$ cat src/rtl/uart_transmitter.sv
// Buffered UART transmitter: valid/ready byte intake, circular FIFO, 8N1 serialiser.
// Define UART_TX_PARITY_EN to add an even-parity bit (8E1 frames).
module uart_transmitter #(
  parameter int CLK_FREQ   = 50000000,
  parameter int BAUD       = 115200,
  parameter int FIFO_DEPTH = 8
) (
  input  logic                          clk,
  input  logic                          rst_,
  input  logic [7:0]                    data,
  input  logic                          valid,
  output logic                          ready,
  output logic                          tx,
  output logic                          busy,
  output logic [$clog2(FIFO_DEPTH):0]   fill
);

  localparam int DIV = (CLK_FREQ + BAUD / 2) / BAUD;
  localparam int AW  = $clog2(FIFO_DEPTH);
  localparam int CW  = (DIV > 1) ? $clog2(DIV) : 1;

  localparam logic [CW-1:0] BAUD_LAST = CW'(DIV - 1);
  localparam logic [AW:0]   FULL_CNT  = (AW + 1)'(FIFO_DEPTH);

  typedef enum logic [2:0] {
    S_IDLE,
    S_START,
    S_DATA,
    S_STOP
`ifdef UART_TX_PARITY_EN
    , S_PARITY
`endif
  } state_t;

  logic [7:0]    mem [FIFO_DEPTH];
  logic [AW-1:0] wr_ptr;
  logic [AW-1:0] rd_ptr;
  logic [AW:0]   count;

  state_t        state, state_nx;
  logic [CW-1:0] baud_cnt, baud_nx;
  logic [2:0]    bit_idx, bit_nx;
  logic [7:0]    shift, shift_nx;
  logic          tx_nx;
  logic          push, pop;
  logic          baud_done;

`ifdef UART_TX_PARITY_EN
  logic          parity_q;
`endif

  assign ready     = (count != FULL_CNT);
  assign push      = valid && ready;
  assign baud_done = (baud_cnt == BAUD_LAST);
  assign busy      = (state != S_IDLE) || (count != '0);
  assign fill      = count;

  // NOTE: storage has no reset; pointers and count define validity, so stale
  // contents are never read and the array maps onto plain RAM/register files.
  always_ff @(posedge clk) begin
    if (push) mem[wr_ptr] <= data;
  end

  always_ff @(posedge clk or negedge rst_) begin
    if (!rst_) begin
      wr_ptr <= '0;
      rd_ptr <= '0;
      count  <= '0;
    end else begin
      if (push) wr_ptr <= wr_ptr + 1'b1;
      if (pop)  rd_ptr <= rd_ptr + 1'b1;
      case ({push, pop})
        2'b10:   count <= count + 1'b1;
        2'b01:   count <= count - 1'b1;
        default: count <= count;
      endcase
    end
  end

  // NOTE: every output of this block gets a default first, so no path can
  // leave a signal unassigned and infer a latch.
  always_comb begin
    state_nx = state;
    baud_nx  = baud_cnt + 1'b1;
    bit_nx   = bit_idx;
    shift_nx = shift;
    pop      = 1'b0;
    case (state)
      S_IDLE: begin
        baud_nx = '0;
        if (count != '0) begin
          pop      = 1'b1;
          shift_nx = mem[rd_ptr];
          state_nx = S_START;
        end
      end
      S_START: begin
        if (baud_done) begin
          baud_nx  = '0;
          bit_nx   = 3'd0;
          state_nx = S_DATA;
        end
      end
      S_DATA: begin
        if (baud_done) begin
          baud_nx  = '0;
          shift_nx = {1'b0, shift[7:1]};
          bit_nx   = bit_idx + 3'd1;
          if (bit_idx == 3'd7) begin
`ifdef UART_TX_PARITY_EN
            state_nx = S_PARITY;
`else
            state_nx = S_STOP;
`endif
          end
        end
      end
`ifdef UART_TX_PARITY_EN
      S_PARITY: begin
        if (baud_done) begin
          baud_nx  = '0;
          state_nx = S_STOP;
        end
      end
`endif
      S_STOP: begin
        if (baud_done) begin
          baud_nx = '0;
          // Chain straight into the next start bit when more data is queued.
          if (count != '0) begin
            pop      = 1'b1;
            shift_nx = mem[rd_ptr];
            state_nx = S_START;
          end else begin
            state_nx = S_IDLE;
          end
        end
      end
      default: begin
        baud_nx  = '0;
        state_nx = S_IDLE;
      end
    endcase

    // The line level is decoded from the next state so tx is a clean flop output.
    case (state_nx)
      S_START:  tx_nx = 1'b0;
      S_DATA:   tx_nx = shift_nx[0];
`ifdef UART_TX_PARITY_EN
      S_PARITY: tx_nx = parity_q;
`endif
      default:  tx_nx = 1'b1;
    endcase
  end

  // NOTE: state is updated with non-blocking assignments so every flop samples
  // pre-edge values regardless of statement order.
  always_ff @(posedge clk or negedge rst_) begin
    if (!rst_) begin
      state    <= S_IDLE;
      baud_cnt <= '0;
      bit_idx  <= '0;
      shift    <= '0;
      tx       <= 1'b1;
    end else begin
      state    <= state_nx;
      baud_cnt <= baud_nx;
      bit_idx  <= bit_nx;
      shift    <= shift_nx;
      tx       <= tx_nx;
    end
  end

`ifdef UART_TX_PARITY_EN
  always_ff @(posedge clk or negedge rst_) begin
    if (!rst_)    parity_q <= 1'b0;
    else if (pop) parity_q <= ^mem[rd_ptr];
  end
`endif

endmodule

$ cat config.mk
export PLATFORM = sky130hd
export DESIGN_NAME = uart_transmitter
export DESIGN_NICKNAME = d
export VERILOG_FILES = /design/src/rtl/uart_transmitter.sv
export SDC_FILE = /design/constraint.sdc
export NUM_CORES = 1
export LEC_CHECK = 0
export CAP_MARGIN = 0
export CORE_AREA = 2 2 89 91
export DETAILED_ROUTE_END_ITERATION = 12
export DIE_AREA = 0 0 91 93
export PLACE_DENSITY = 0.75
export SLEW_MARGIN = 10
export SYNTH_ARGS = -nofsm -noshare
export SYNTH_HDL_FRONTEND = slang
export SYNTH_SLANG_ARGS = --single-unit
$ cat constraint.sdc
create_clock -name clk -period 3.4 [get_ports clk]
set_clock_uncertainty 0.2 [all_clocks]
set_input_delay 0.68 -clock clk [delete_from_list [all_inputs] [get_ports clk]]
set_output_delay 0.68 -clock clk [all_outputs]
set_load 0.03 [all_outputs]
-- Yosys cells after proc, flatten, opt, wreduce, memory -nomap -nowiden
Memory sizes are Yosys's and may differ from the RTL's.
Index checks and enable logic that the tools add are counted.
- add/sub/neg operators: 6
- equality and inequality tests: 13
- muxes and demuxes: 23
- reductions and logical operators: 11
- operator list (kind ; count):
    2-to-1 mux 8 bit ; 3
    case mux 8 bit (3 select lines) ; 1
    2-to-1 mux 3 bit ; 7
    2-to-1 mux 9 bit ; 2
    case mux 3 bit (4 select lines) ; 1
    adder 3 x 1 -> 3 bit (second input constant) ; 3
    adder 9 x 1 -> 9 bit (second input constant) ; 1
    == test 3 x 2 -> 1 bit (second input constant) ; 3
    == test 9 bit (second input constant) ; 1
    case mux 4 bit (2 select lines) ; 1
    == test 3 x 1 -> 1 bit (second input constant) ; 2
    inequality test 2 bit (second input constant) ; 3
    case mux 3 bit (2 select lines) ; 1
    AND reduction 3 bit ; 2
    nonzero test 3 bit ; 2
    2-to-1 mux 1 bit ; 5
    adder 4 x 1 -> 4 bit (second input constant) ; 1
    inequality test 4 bit (second input constant) ; 1
    case mux 1 bit (2 select lines) ; 2
    nonzero test 2 bit ; 2
    nonzero test 4 bit ; 1
    subtractor 4 x 1 -> 4 bit (second input constant) ; 1
    == test 3 bit (second input constant) ; 1
    logical NOT 3 bit ; 1
    5 further kinds ; 5
- register bits after elaboration: 34
- RAM bits: 64
- bits of input ports: 11
- memories kept: 1
- memory list (memory ; depth ; bits a word ; read ports ; clocked after Yosys merged registers in ; write ports ; RTL line ; source):
    mem ; 8 ; 8 ; 1 ; 0 ; 1 ; 35 ; logic [7:0] mem [FIFO_DEPTH];

-- Longest topological paths before layout
Gate-level depths: netlist of run 1.
- depth in word-level cells: 6
- mapped depth: 13

-- Worst setup path after synthesis of run 1
No wires, ideal clock.
- path type: flip-flop to flip-flop
- start point: register count[1], in the netlist fill[1]
- end point: register count[2], in the netlist fill[2]
- arrival: 2.596 ns
- required time: 3.059 ns
- setup slack: 0.463 ns
- stages on the path, launching flop included: 11
- path buffers: 1
- clock period less this slack: 2.937 ns
- cells stage by stage: dfrtp_1 > buf_2 > or4b_1 > nand2_1 > ha_1 > xor2_1 > ha_1 > a21oi_1 > xor2_1 > nor2_1 > xor2_1
- elaborated cells on any way between the ends: 12
- those cells by class: 2 x add/sub; 3 x eq/ne; 4 x mux; 3 x reduce/logical
- RTL lines (item ; RTL line ; source):
    from (decl) ; 38 ; logic [AW:0] count;
    from (signal assigned) ; 73 ; 2'b10: count <= count + 1'b1;
    from (signal assigned) ; 74 ; 2'b01: count <= count - 1'b1;
    from (signal assigned) ; 75 ; default: count <= count;
    inequality test 4 bit (*) ; 52 ; assign ready = (count != FULL_CNT);
    net ready ; 12 ; output logic ready,
    logical AND 1 bit (*) ; 53 ; assign push = valid && ready;
    == test 2 x 1 -> 1 bit or == test 2 bit (tied branches) ; 72 ; case ({push, pop})
    case mux 4 bit (2 select lines) or nonzero test 2 bit (tied branches) ; n/a ;
The timed path passes the listed nets; every way through them passes the cells marked *.
A chain may end at the register's enable or synchronous reset.

-- Final worst setup path of run 1
- start point: register count[1], in the netlist fill[1]
- end point: output port busy
- longest elaborated chain between the ends: 2
- RTL lines (item ; RTL line ; source):
    nonzero test 4 bit ; 55 ; assign busy = (state != S_IDLE) || (count != '0);
    logical OR 1 bit ; 55 ;
    to (decl) ; 14 ; output logic busy,
Every way passes these cells.

==> out/metrics.csv, run 1 <==
metric;value;unit
largest family of logic cells by synthesized area;multiplexers;
vias per cell;5.77;
Setup crit start kind;flop;
I/O pins;18;
post-synthesis compound-gate area fraction;6.85;%
Synth Register Bits;98;
Synth async-reset ratio;34.7;%
Yosys top cell area share;43.8;%
Syn Nets;313;
end of the critical path;busy;
placed inst area;0.00470;mm^2
met2 Usage GRT;33.1;%
Fmax;0.304;GHz
Synth top cells by count;edfxtp_1, dfrtp_1, nor2_1;
Peak VDD IR;359;uV
nets@finish;340;
core area;0.00753;mm^2
pin count of the biggest net entering global routing;35;
clock sink total;98;
Final Cell Area;0.00490;mm^2
site row count;32;
final WL;7590;um
Starting Density;58.3;%
HP Class;flop to flop;
worst slew pin tran;889;ps
ranking of synthesized cells by area;edfxtp_1, dfrtp_1, mux4_2;
DR iter-0 viols;125;
number of I/O port buffers;17;
Synth Warn #;0;
Worst R2R Setup Slack;370;ps
Global Route met1 Usage;25.8;%
hpwl dp;5270;um
Synth Instances;293;
global route total overflow;0;
worst slack, placed;401;ps
synth-to-layout area growth;11.7;%
most common cell in the netlist;edfxtp_1;
Final GP Congestion;0.867;
routed vias;2464;
adder-cell area share of the yosys netlist;2.57;%
CTS tree;built;
power density over cell area;689;mW/mm^2
worst-skew pair later-pin latency;360;ps
Clock transition at path regs;100;ps
grt peak-use layer;met2;
Post-CTS Repair Setup Buffers;0;
final cycle utilization of the critical path;96.8;%
die width;91;um
Worst EP arrival;2410;ps
antenna-violating nets left;0;
# setup viols final;0;
number of global-route vias before repair;2457;
crit path max fanout;11;
Die ar.;0.00846;mm^2
Hold Slack;303;ps
Setup TNS;0;ps
total track usage;19.9;%
Cell variety after synth;57;
critical path type;flop to output pin;
Worst Path Required;2520;ps
min Tclk post-route;3290;ps
RSZ-0062 raised after global routing;false;
ratio of cells with drive above 1 in the final layout;16.6;%
DRC violations left;0;
placed cell count;411;
Final Non-Filler Cells;427;
average size of a mapped cell;15.0;um^2
worst reg2reg path depth;13;
Fill cells;574;
biggest area consumer among synthesized cells;edfxtp_1;
worst r2r src;baud_cnt[1]$_DFF_PN0_;
final hold violations;0;
H-Tree Level Count;3;
hold_buf cts;0;
Leakage Power;0.00182;uW
FF-to-FF End;fill[2]$_DFFE_PN0P_;
initial antenna violation count;0;
crit path launch;fill[1]$_DFFE_PN0P_;
GR met3 Demand/Resource;4.67;%
CTS buffer count;9;
status;completed;
setup ws final;109;ps
drt wl/cell;17.8;um
post-synthesis cell area;0.00439;mm^2
CTS Buffer Depth;2;
Slew Viols, Final;0;
sequential area share after synthesis;63.3;%
DRT Pass-1 Iters;4;
post-synthesis mux area share;11.0;%
xor and xnor fraction of the mapped netlist area;3.00;%
Max Cap Viol;0;
Simple-Gate Fraction of Synth Area;10.6;%
Post-synth EDFFs;64;
CP Capture Type;output pin;
Resized Gates After CTS;0;
Synth Flop Type;edfxtp_1;
root buffer cell;clkbuf_8;
Max-slew headroom;40.2;%
ANT cells;0;
die height;93;um
global-route wire length before repair;12500;um
power by group:
part | leakage, uW | total [uW] | internal, uW | switching, uW
logic | 0.000718 | 910 | 493 | 417
registers | 0.00101 | 1750 | 1490 | 253
clock network | 0.0000966 | 717 | 287 | 430
total | 0.00182 | 3370 | 2270 | 1100
critical path, stage by stage (launching register included):
cell and delay [ps]:
dfrtp_1 480, or4_4 660, or2_2 330, clkdlybuf4s50_1 590
stage by stage:
step	total power (uW)	utilization, %
after global placement	2650	62.5
after global routing	3560	65.1
after detailed placement	2700	62.5
after floorplan	2390	-
after CTS	3410	65.1
final	3370	65.1
metal layers:
layer,routed length [um],vias up,part of all wire [%]
li1,-,1180,-
met2,3870,32,51
met1,3320,1240,44
met5,0,-,0
met4,163,0,2.1
met3,238,12,3.1
how the worst min path moves through the flow:
stage                         startpoint                     to  depth (start not counted)
floorplan                           rst_  baud_cnt[0]$_DFF_PN0_                          0
global placement    shift[7]$_DFFE_PN0P_   shift[6]$_DFFE_PN0P_                          2
detailed placement  shift[7]$_DFFE_PN0P_   shift[6]$_DFFE_PN0P_                          2
CTS                 shift[7]$_DFFE_PN0P_   shift[6]$_DFFE_PN0P_                          2
global route        shift[7]$_DFFE_PN0P_   shift[6]$_DFFE_PN0P_                          2
finish              shift[7]$_DFFE_PN0P_   shift[6]$_DFFE_PN0P_                          2
final cells by class:
cell class	instances	area [um^2]	area share, %
Sequential cell	98	2770	56.6
Clock inverter	7	72.6	1.48
Multi-Input combinational cell	171	1500	30.6
Timing Repair Buffer	29	260	5.31
Inverter	11	41.3	0.843
Clock buffer	9	124	2.53
Tap cell	102	128	2.61
registers in the layout, summed over array words and instances, names as in the netlist:
signal / flops
mem: 64
state: 3
tx: 1
baud_cnt: 9
wr_ptr: 3
shift: 8
bit_idx: 3
rd_ptr: 3
fill: 4
cell families (layout without fill, tap and decap cells):
kind of cell | count (synthesis) | in the layout
buffers and inverters | 24 | 56
xor gates and xnor gates | 15 | 15
and+or+nand+nor | 86 | 86
DFF | 98 | 98
AOI/OAI and AO/OA | 34 | 34
adders and majority gates | 9 | 9
other | 1 | 1
muxes | 26 | 26
placed cells by master, fill, tap and decap left out, types with 3 or more instances in the layout:
cell and count:
nand2_1 16, o2bb2ai_1 3, clkdlybuf4s50_1 17, nor3_1 6, nor2_1 26, nand2b_1 4, mux4_1 4, nand3_1 9
a21oi_1 5, nand3b_1 3, a31oi_1 4, mux2_2 3, mux4_2 12, clkbuf_8 9, or3_1 4, xnor2_1 10
mux2i_1 6, xor2_1 5, o221ai_1 4, inv_1 11, ha_1 9, dfrtp_1 33, buf_4 12, edfxtp_1 64
(Power assumes the default switching activity.)
==> run 2, diff against run 1 <==
- CORE_AREA: 2 2 89 91 -> 2 2 87 89
- DIE_AREA: 0 0 91 93 -> 0 0 89 91
- DONT_BUFFER_PORTS: default -> 1
- SLEW_MARGIN: 10 -> 40
==> out/metrics.csv, run 2 (synthesized netlist as in run 1, its figures left out) <==
metric;value;unit
worst-skew pair later-pin latency;350;ps
Worst EP arrival;3040;ps
clock sink total;98;
Max Cap Viol;0;
Slew Viols, Final;0;
Worst Path Required;3420;ps
placed cell count;389;
CP Capture Type;flop;
CTS tree;built;
Fmax;0.332;GHz
final WL;7400;um
Post-CTS Repair Setup Buffers;0;
max reg flops;64;
die height;91;um
worst r2r src;baud_cnt[1]$_DFF_PN0_;
HP Class;input pin to flop;
drt wl/cell;18.2;um
status;completed;
most frequent cells in the layout;edfxtp_1, dfrtp_1, nor2_1;
critical path type;flop to flop;
CTS buffer count;9;
hpwl dp;4970;um
Switching Fraction;32.5;%
H-Tree Level Count;3;
Final GP Congestion;0.798;
P_sw;1070;uW
number of I/O port buffers;0;
global-route wire length before repair;12500;um
Top Registers;mem: 64 flops, baud_cnt: 9 flops, shift: 8 flops;
ratio of cells with drive above 1 in the final layout;18.5;%
Crit-path slowest cell;o41ai_4;
Leakage Power;0.00176;uW
clock share of power;21.4;%
Multi-input gate area;0.00151;mm^2
CTS Buffer Depth;2;
Register Area;0.00277;mm^2
root buffer cell;clkbuf_8;
combinational share of power;24.9;%
RSZ-0062 raised after global routing;false;
final hold violations;0;
Max-slew headroom;45.3;%
slowest cell delay on critical path;520;ps
CP cell instances;inv_1, ha_1, nand4b_4, o41ai_4, nand2_4, inv_1, ha_1, xor2_1, ha_1, a21oi_1, xor2_1, nor2_1, xor2_1;
final cycle utilization of the critical path;88.7;%
Clock transition at path regs;100;ps
Peak VDD IR;390;uV
worst slew pin tran;820;ps
Fill cells;523;
Die ar.;0.00810;mm^2
Starting Density;61.4;%
nets@finish;323;
# setup viols final;0;
power density over cell area;695;mW/mm^2
number of global-route vias before repair;2467;
initial antenna violation count;0;
synth-to-layout area growth;8.22;%
Resized Gates After CTS;0;
DRC violations left;0;
vias per cell;5.89;
DR iter-0 viols;113;
min Tclk post-route;3010;ps
routed vias;2397;
site row count;31;
Internal;2230;uW
Pwr Total;3300;uW
die width;89;um
Biggest register;mem;
HP Start;data[0];
crit path max fanout;8;
Final Non-Filler Cells;407;
register share of total power;53.7;%
core area;0.00714;mm^2
global route total overflow;0;
pin count of the biggest net entering global routing;35;
total track usage;20.8;%
worst slack, placed;405;ps
setup ws final;385;ps
DRT Pass-1 Iters;4;
antenna-violating nets left;0;
hold_buf cts;2;
I/O pins;18;
Setup TNS;0;ps
crit path launch;baud_cnt[1]$_DFF_PN0_;
commonest non-fill, non-tap cell in the layout;edfxtp_1;
Setup crit start kind;flop;
ANT cells;0;
[run 2: changes by cell type in the layout (fill, tap and decap cells not counted), moves of 2 or more]
cell,previous run,this run
nor2_2,0,3
clkinv_4,2,0
inv_6,1,3
clkdlybuf4s50_1,17,0
nor2_1,26,23
buf_4,12,10
[run 2: layout make-up]
| class | instances | area share (%) |
|---|---|---|
| Sequential cell | 98 | 58.4 |
| Multi-Input combinational cell | 171 | 31.9 |
| Clock buffer | 9 | 2.61 |
| Tap cell | 99 | 2.61 |
| Timing Repair Buffer | 12 | 2.21 |
| Clock inverter | 7 | 1.37 |
| Inverter | 11 | 0.870 |
[run 2: final timing paths]
| path | depth (start not counted) | endpoint | slack [ps] |
|---|---|---|---|
| max | 13 | fill[2]$_DFFE_PN0P_ | 390 |
| min | 0 | mem[2][0]$_DFFE_PP_ | 220 |
| max reg2reg | 13 | fill[2]$_DFFE_PN0P_ | 390 |
| min reg2reg | 2 | shift[6]$_DFFE_PN0P_ | 290 |
| max in group asynchronous | 2 | tx$_DFF_PN1_ | 2180 |
| min in group asynchronous | 2 | fill[2]$_DFFE_PN0P_ | 580 |
[run 2: critical path, delay by kind of cell, from the launching register on]
family | cells | cell delay (ps)
compound gates | 2 | 660
fa+ha+maj | 3 | 620
flops | 1 | 420
xor+xnor | 3 | 400
simple gates | 3 | 400
buf+inv | 2 | 180
[run 2: metrics by stage]
stage                     util, %  hold WS [ps]  area, um^2
final                        66.5           216        4750
after global routing         66.5           185        4750
after CTS                    66.5           195        4740
after detailed placement     63.4           185        4520
after global placement       63.2           185        4510
after floorplan                 -           184        4390
[run 2: power groups by stage]
stage / Clock, uW / Combinational (uW) / Sequential [uW]
floorplan: 0 / 723 / 1660
global placement: 0 / 790 / 1790
detailed placement: 0 / 815 / 1800
CTS: 731 / 830 / 1770
global route: 776 / 911 / 1810
finish: 708 / 821 / 1770
[run 2: layer usage]
layer / GRT usage [%] / routed length (um) / vias up / part of all wire, %
met1: 28.9 / 3240 / 1197 / 44
li1: - / - / 1144 / -
met2: 33.2 / 3850 / 52 / 52
met5: 0 / 0 / - / 0
met3: 5.36 / 269 / 4 / 3.6
met4: 5.22 / 39 / 0 / 0.53
